===== src/rtl/conv_pkg.sv =====
// Shared helpers for the convolution channel accumulator: width derivations and signed saturation.
package conv_pkg;

  function automatic int clog2(input int v);
    int r;
    r = 0;
    for (int i = 0; i < 31; i++)
      if ((1 << i) < v) r = i + 1;
    return r;
  endfunction

  function automatic int sum_w(input int n, input int m, input int e);
    return n + m + e;
  endfunction

  // One guard bit on top of the channel growth so the group sum cannot wrap.
  function automatic int acc_w(input int n, input int m, input int e, input int ch);
    return n + m + e + clog2(ch) + 1;
  endfunction

  function automatic logic signed [63:0] sat_max(input int ow);
    return (64'sd1 <<< (ow - 1)) - 64'sd1;
  endfunction

  function automatic logic is_sat(input logic signed [63:0] v, input int ow);
    return (v > sat_max(ow)) || (v < -sat_max(ow) - 64'sd1);
  endfunction

  function automatic logic signed [63:0] saturate(input logic signed [63:0] v, input int ow);
    if (v > sat_max(ow)) return sat_max(ow);
    else if (v < -sat_max(ow) - 64'sd1) return -sat_max(ow) - 64'sd1;
    else return v;
  endfunction

endpackage


===== src/rtl/carry_save_adder.sv =====
// Multi-operand signed adder: 3:2 compression of N sign-extended operands, one final carry-propagate add.
module carry_save_adder #(
  parameter int N = 9,
  parameter int E = 4,
  parameter int W = 8
) (
  input  logic [N*W-1:0] ops,
  output logic [W+E-1:0] sum
);
  localparam int SW = W + E;

  logic [SW-1:0] s, c, x;

  always_comb begin
    s = '0;
    c = '0;
    x = '0;
    for (int i = 0; i < N; i++) begin
      x = SW'($signed(ops[i*W +: W]));
      // Carries out of the MSB are dropped; the result is exact modulo 2^SW.
      {s, c} = {s ^ c ^ x, ((s & c) | (s & x) | (c & x)) << 1};
    end
    sum = s + c;
  end
endmodule


===== src/rtl/conv_channel_acc.sv =====
// Three-stage conv MAC: tap products, kernel sum, per-group channel accumulation with saturation.
// Define CONV_ACC_RELU_EN to clamp negative group results to zero ahead of saturation.
module conv_channel_acc
  import conv_pkg::*;
#(
  parameter int KERNEL = 3,
  parameter int N      = 4,
  parameter int M      = 4,
  parameter int E      = 4,
  parameter int CH     = 4,
  parameter int BW     = 8,
  parameter int OUT_W  = 12,
  localparam int CIW   = (clog2(CH) < 1) ? 1 : clog2(CH)
) (
  input  logic                     clk,
  input  logic                     rst,
  input  logic                     clr,
  input  logic                     en_in,
  input  logic [KERNEL*KERNEL*N-1:0] data2conv,
  input  logic [KERNEL*KERNEL*M-1:0] w,
  input  logic [BW-1:0]            bias,
  output logic [OUT_W-1:0]         d_out,
  output logic                     en_out,
  output logic                     sat,
  output logic [CIW-1:0]           ch_idx
);
  localparam int T     = KERNEL * KERNEL;
  localparam int PW    = N + M;
  localparam int SW    = sum_w(N, M, E);
  localparam int ACC_W = acc_w(N, M, E, CH);
  localparam logic [CIW-1:0] LAST = CIW'(CH - 1);

  logic                     beat;
  logic [T-1:0][PW-1:0]     prod_d, prod_q;
  logic [SW-1:0]            sum_d, sum_q;
  logic [1:0]               vld_pipe, first_pipe, last_pipe;
  logic [BW-1:0]            bias_s1, bias_s2;
  logic signed [ACC_W-1:0]  acc, acc_nxt, fin;

  assign beat = en_in & ~clr;

  for (genvar i = 0; i < T; i++) begin : g_tap
    logic signed [PW-1:0] dx, wx;
    assign dx        = PW'($signed(data2conv[i*N +: N]));
    assign wx        = PW'($signed(w[i*M +: M]));
    assign prod_d[i] = dx * wx;
  end

  carry_save_adder #(.N(T), .E(E), .W(PW)) u_csa (
    .ops (prod_q),
    .sum (sum_d)
  );

  // Stages 1-2 plus the group position; beat tags ride along with the data.
  always_ff @(posedge clk or negedge rst) begin
    if (!rst) begin
      prod_q     <= '0;
      sum_q      <= '0;
      vld_pipe   <= '0;
      first_pipe <= '0;
      last_pipe  <= '0;
      bias_s1    <= '0;
      bias_s2    <= '0;
      ch_idx     <= '0;
    end else if (clr) begin
      vld_pipe <= '0;
      ch_idx   <= '0;
    end else begin
      vld_pipe <= {vld_pipe[0], beat};
      if (beat) begin
        prod_q        <= prod_d;
        first_pipe[0] <= (ch_idx == '0);
        last_pipe[0]  <= (ch_idx == LAST);
        ch_idx        <= (ch_idx == LAST) ? '0 : ch_idx + 1'b1;
        if (ch_idx == '0) bias_s1 <= bias;
      end
      if (vld_pipe[0]) begin
        sum_q         <= sum_d;
        first_pipe[1] <= first_pipe[0];
        last_pipe[1]  <= last_pipe[0];
        bias_s2       <= bias_s1;
      end
    end
  end

  always_comb begin
    acc_nxt = acc + ACC_W'($signed(sum_q));
    if (first_pipe[1])
      acc_nxt = ACC_W'($signed(bias_s2)) + ACC_W'($signed(sum_q));
    fin = acc_nxt;
`ifdef CONV_ACC_RELU_EN
    if (acc_nxt[ACC_W-1]) fin = '0;
`endif
  end

  // Output registers load from the next accumulator value so the result lands with the last sum.
  always_ff @(posedge clk or negedge rst) begin
    if (!rst) begin
      acc    <= '0;
      d_out  <= '0;
      en_out <= 1'b0;
      sat    <= 1'b0;
    end else if (clr) begin
      acc    <= '0;
      en_out <= 1'b0;
    end else begin
      en_out <= vld_pipe[1] & last_pipe[1];
      if (vld_pipe[1]) begin
        acc <= acc_nxt;
        if (last_pipe[1]) begin
          d_out <= OUT_W'(saturate(64'(fin), OUT_W));
          sat   <= is_sat(64'(fin), OUT_W);
        end
      end
    end
  end
endmodule


===== config.mk =====
export PLATFORM = sky130hd
export DESIGN_NAME = conv_channel_acc
export DESIGN_NICKNAME = d
export VERILOG_FILES = /design/src/rtl/conv_pkg.sv /design/src/rtl/carry_save_adder.sv /design/src/rtl/conv_channel_acc.sv
export SDC_FILE = /design/constraint.sdc
export NUM_CORES = 1
export LEC_CHECK = 0
export CAP_MARGIN = 20
export CORE_AREA = 2 2 227 251
export DETAILED_ROUTE_END_ITERATION = 8
export DIE_AREA = 0 0 229 253
export PLACE_DENSITY = 0.49
export SYNTH_ARGS = -nofsm -noshare
export SYNTH_HDL_FRONTEND = slang
export SYNTH_SLANG_ARGS = --single-unit

===== constraint.sdc =====
create_clock -name clk -period 5.8 [get_ports clk]
set_input_delay 0.87 -clock clk [delete_from_list [all_inputs] [get_ports clk]]
set_output_delay 0.87 -clock clk [all_outputs]
set_load 0.02 [all_outputs]

==> metrics.yaml <==
timing:
  finalClockSkew_ps: 13.3
  setup_ws_ps: -89.5
  hold_viol: 0
  fin_crit_ps: 5890
  post-route-period-util: 1.02
  setup_viol_count_final: 2
  final_max_slew_viol_count: 0
  grt_setup_unrepaired: "yes"
  max-slew-margin-rel: 0.427
  finalSetupTns_ps: -115
  fmax_mhz: 170
  worst_pin_slew_ps: 859
layout:
  mostFrequentLayoutCells: "inv_1, nand2_1, ha_1"
  num-nets-final: 1944
  area_delta_synth_final_pct: 19.4
  mostFrequentLayoutCell: "inv_1"
  drive_above_1_share: 0.0685
placed_design:
  place_ws_ps: -340
  place_congestion: 0.810
  portBuffers: 99
  dp_hpwl_um: 25100
synthesis:
  yosysWarnings: 0
  muxShareOfSynthArea: 0.0282
  synth.cell_area_um2: 13700
  synthSimpleGateAreaFrac: 0.122
  synthAdderAreaFrac: 0.367
  ys_seq_elements: 137
  synth_nets: 1832
  async_flop_share: 1.00
  synth_top_area_share: 0.249
  synth_ff_type: "dfrtp_1"
  avgSynthCellArea_um2: 9.57
  synthXorXnorAreaFrac: 0.0605
  synth-edff-count: 0
  synth_compound_area_frac: 0.105
  ys_types: 55
  synth_top_cell_by_area: "dfrtp_1"
  synthCells: 1436
  synth_top_family_by_area: "adder cells"
  synth.area.top_cells: "dfrtp_1, fa_1, ha_1, inv_1, nand2_1"
  yosysSeqAreaShare: 0.249
global_routing:
  grt_max_degree: 90
  grt_use_met1: 0.137
  met2_usage: 0.202
  globalRouteMet3Util: 0.0171
  track_usage: 0.110
  first_global_vias: 10500
  antenna_found_initial: 0
  grt_overflow_total: 0
  grt_busiest_layer: "met2"
  grt_pass1_wl_um: 52100
setup_path:
  r2r-start: "prod_q[1]$_DFFE_PN0P_"
  reg2regPathDepth: 20
  regToRegSetupSlack_ps: -90
  path_max_fanout: 2
  end_kind: "flip-flop"
  startpoint_type: "flip-flop"
  worst_ep_required_time_ps: 6130
  path_class: "flip-flop to flip-flop"
  endpoint: "sum_q[10]$_DFFE_PN0P_"
  r2r_end: "sum_q[10]$_DFFE_PN0P_"
  arrival_ps: 6220
  crit_start: "prod_q[1]$_DFFE_PN0P_"
drt:
  via_count: 9714
  drt_iter0_drc: 296
  routed_via_density: 4.21
  ant_nets: 0
  firstDrtPassIters: 4
  post-route-drc-count: 0
  wl_per_cell_um: 13.2
  totalWireLength_um: 30400
clocking:
  max-clock-path-buffers: 2
  cts_max_level: 4
  root_buffer: "clkbuf_16"
  cts.clk_slew.worst_paths_ps: 60
  hold_buffers: 0
  numCtsBuffers: 17
  cts_tree: "yes"
  insertion_delay_ps: 440
  cts.sinks: 137
die:
  die-width_um: 229
  initial_core_util: 0.247
  ioPinCount: 100
  die_height_um: 253
  row_count: 91
  die_area_um2: 57900
  core_um2: 55600
run_status:
  violations: "negative setup slack"
  status: "finished, violations left"
hold_path:
  hp-class: "flip-flop to flip-flop"
flow_run:
  maxCapViolCount: 0
==> repair_timing <==
action / 4_1_cts / 5_1_grt
resized for setup: 14 / 8
setup buffers: 5 / 2
pin swaps: 23 / 18
setup endpoints to repair: 5 / 7
gates cloned: 0 / 0
==> layout make-up <==
cell class                 count  area [µm²]
fill                        5905       39100
multi-input combinational   1051        9460
sequential                   137        3430
timing repair buffer         122        1170
tap                          744         931
inverter                     219         822
clock buffer                  18         439
clock inverter                14         164
antenna                        1        2.50
==> state kept, by name, indices dropped and copies added, names as in the netlist <==
name	count
bias_s2	8
en_out	1
last_pipe	2
sum_q	12
d_out	12
sat	1
ch_idx	2
prod_q	72
vld_pipe	2
bias_s1	8
first_pipe	2
acc	15
==> worst max-delay path, stage by stage (launching register included) <==
cell and delay, ps:
dfrtp_1 410, ha_4 250, fa_1 520, fa_1 440
fa_1 520, inv_1 50, fa_1 460, fa_1 540
fa_1 450, fa_1 540, inv_2 50, ha_4 150
buf_6 100, a21o_1 150, a21oi_2 160, o21ai_1 80
a21oi_2 150, o21ai_1 80, o2111a_1 160, or3_1 300
a31o_2 200
==> per-stage QoR <==
step / std cells / util / hold slack [ps] / cell area, µm²
floorplan: 1436 / - / 442 / 13700
global placement: 2267 / 0.282 / 456 / 15700
detailed placement: 2267 / 0.282 / 465 / 15700
CTS: 2303 / 0.294 / 480 / 16400
global route: 2305 / 0.295 / 496 / 16400
finish: 2306 / 0.295 / 474 / 16400
==> cells by family (layout without fill, tap and decap cells) <==
family / Yosys count / in the layout
other cells: 0 / 1
compound gates: 237 / 237
fa+ha+maj: 313 / 313
xor+xnor: 95 / 95
simple gates: 370 / 370
buf+inv: 248 / 373
mux: 36 / 36
flops: 137 / 137
==> cells in the mapped netlist, types with 5 or more instances <==
master and number:
dfrtp_1 137, nand2b_1 28, ha_1 162, clkbuf_1 23
a21oi_1 49, a21o_1 27, o21a_1 6, mux2i_1 14
nor2_1 51, o21bai_1 5, o21ai_0 96, o22ai_1 8
fa_1 150, xnor2_1 65, o211ai_1 6, nor3_1 6
nand2_1 203, mux2_2 22, and2_1 57, a211oi_1 13
xor2_1 30, nand3_1 7, inv_1 218
==> per-layer routing <==
layer	wire length [µm]	up-vias
met5	0	-
met4	256	0
met3	713	18
met2	15500	106
met1	13900	4731
li1	-	4859
==> how the worst min path moves through the flow <==
stage | from | end | cells past startpoint
final | last_pipe[0]$_DFFE_PN0P_ | last_pipe[0]$_DFFE_PN0P_ | 2
after global routing | last_pipe[0]$_DFFE_PN0P_ | last_pipe[0]$_DFFE_PN0P_ | 2
after CTS | last_pipe[0]$_DFFE_PN0P_ | last_pipe[0]$_DFFE_PN0P_ | 2
after detailed placement | last_pipe[0]$_DFFE_PN0P_ | last_pipe[0]$_DFFE_PN0P_ | 2
after global placement | first_pipe[0]$_DFFE_PN0P_ | first_pipe[0]$_DFFE_PN0P_ | 2
after floorplan | last_pipe[0]$_DFFE_PN0P_ | last_pipe[0]$_DFFE_PN0P_ | 2
Power is not shown: default switching activity piles up to over one toggle a cycle in this logic, so the estimate is an artifact.
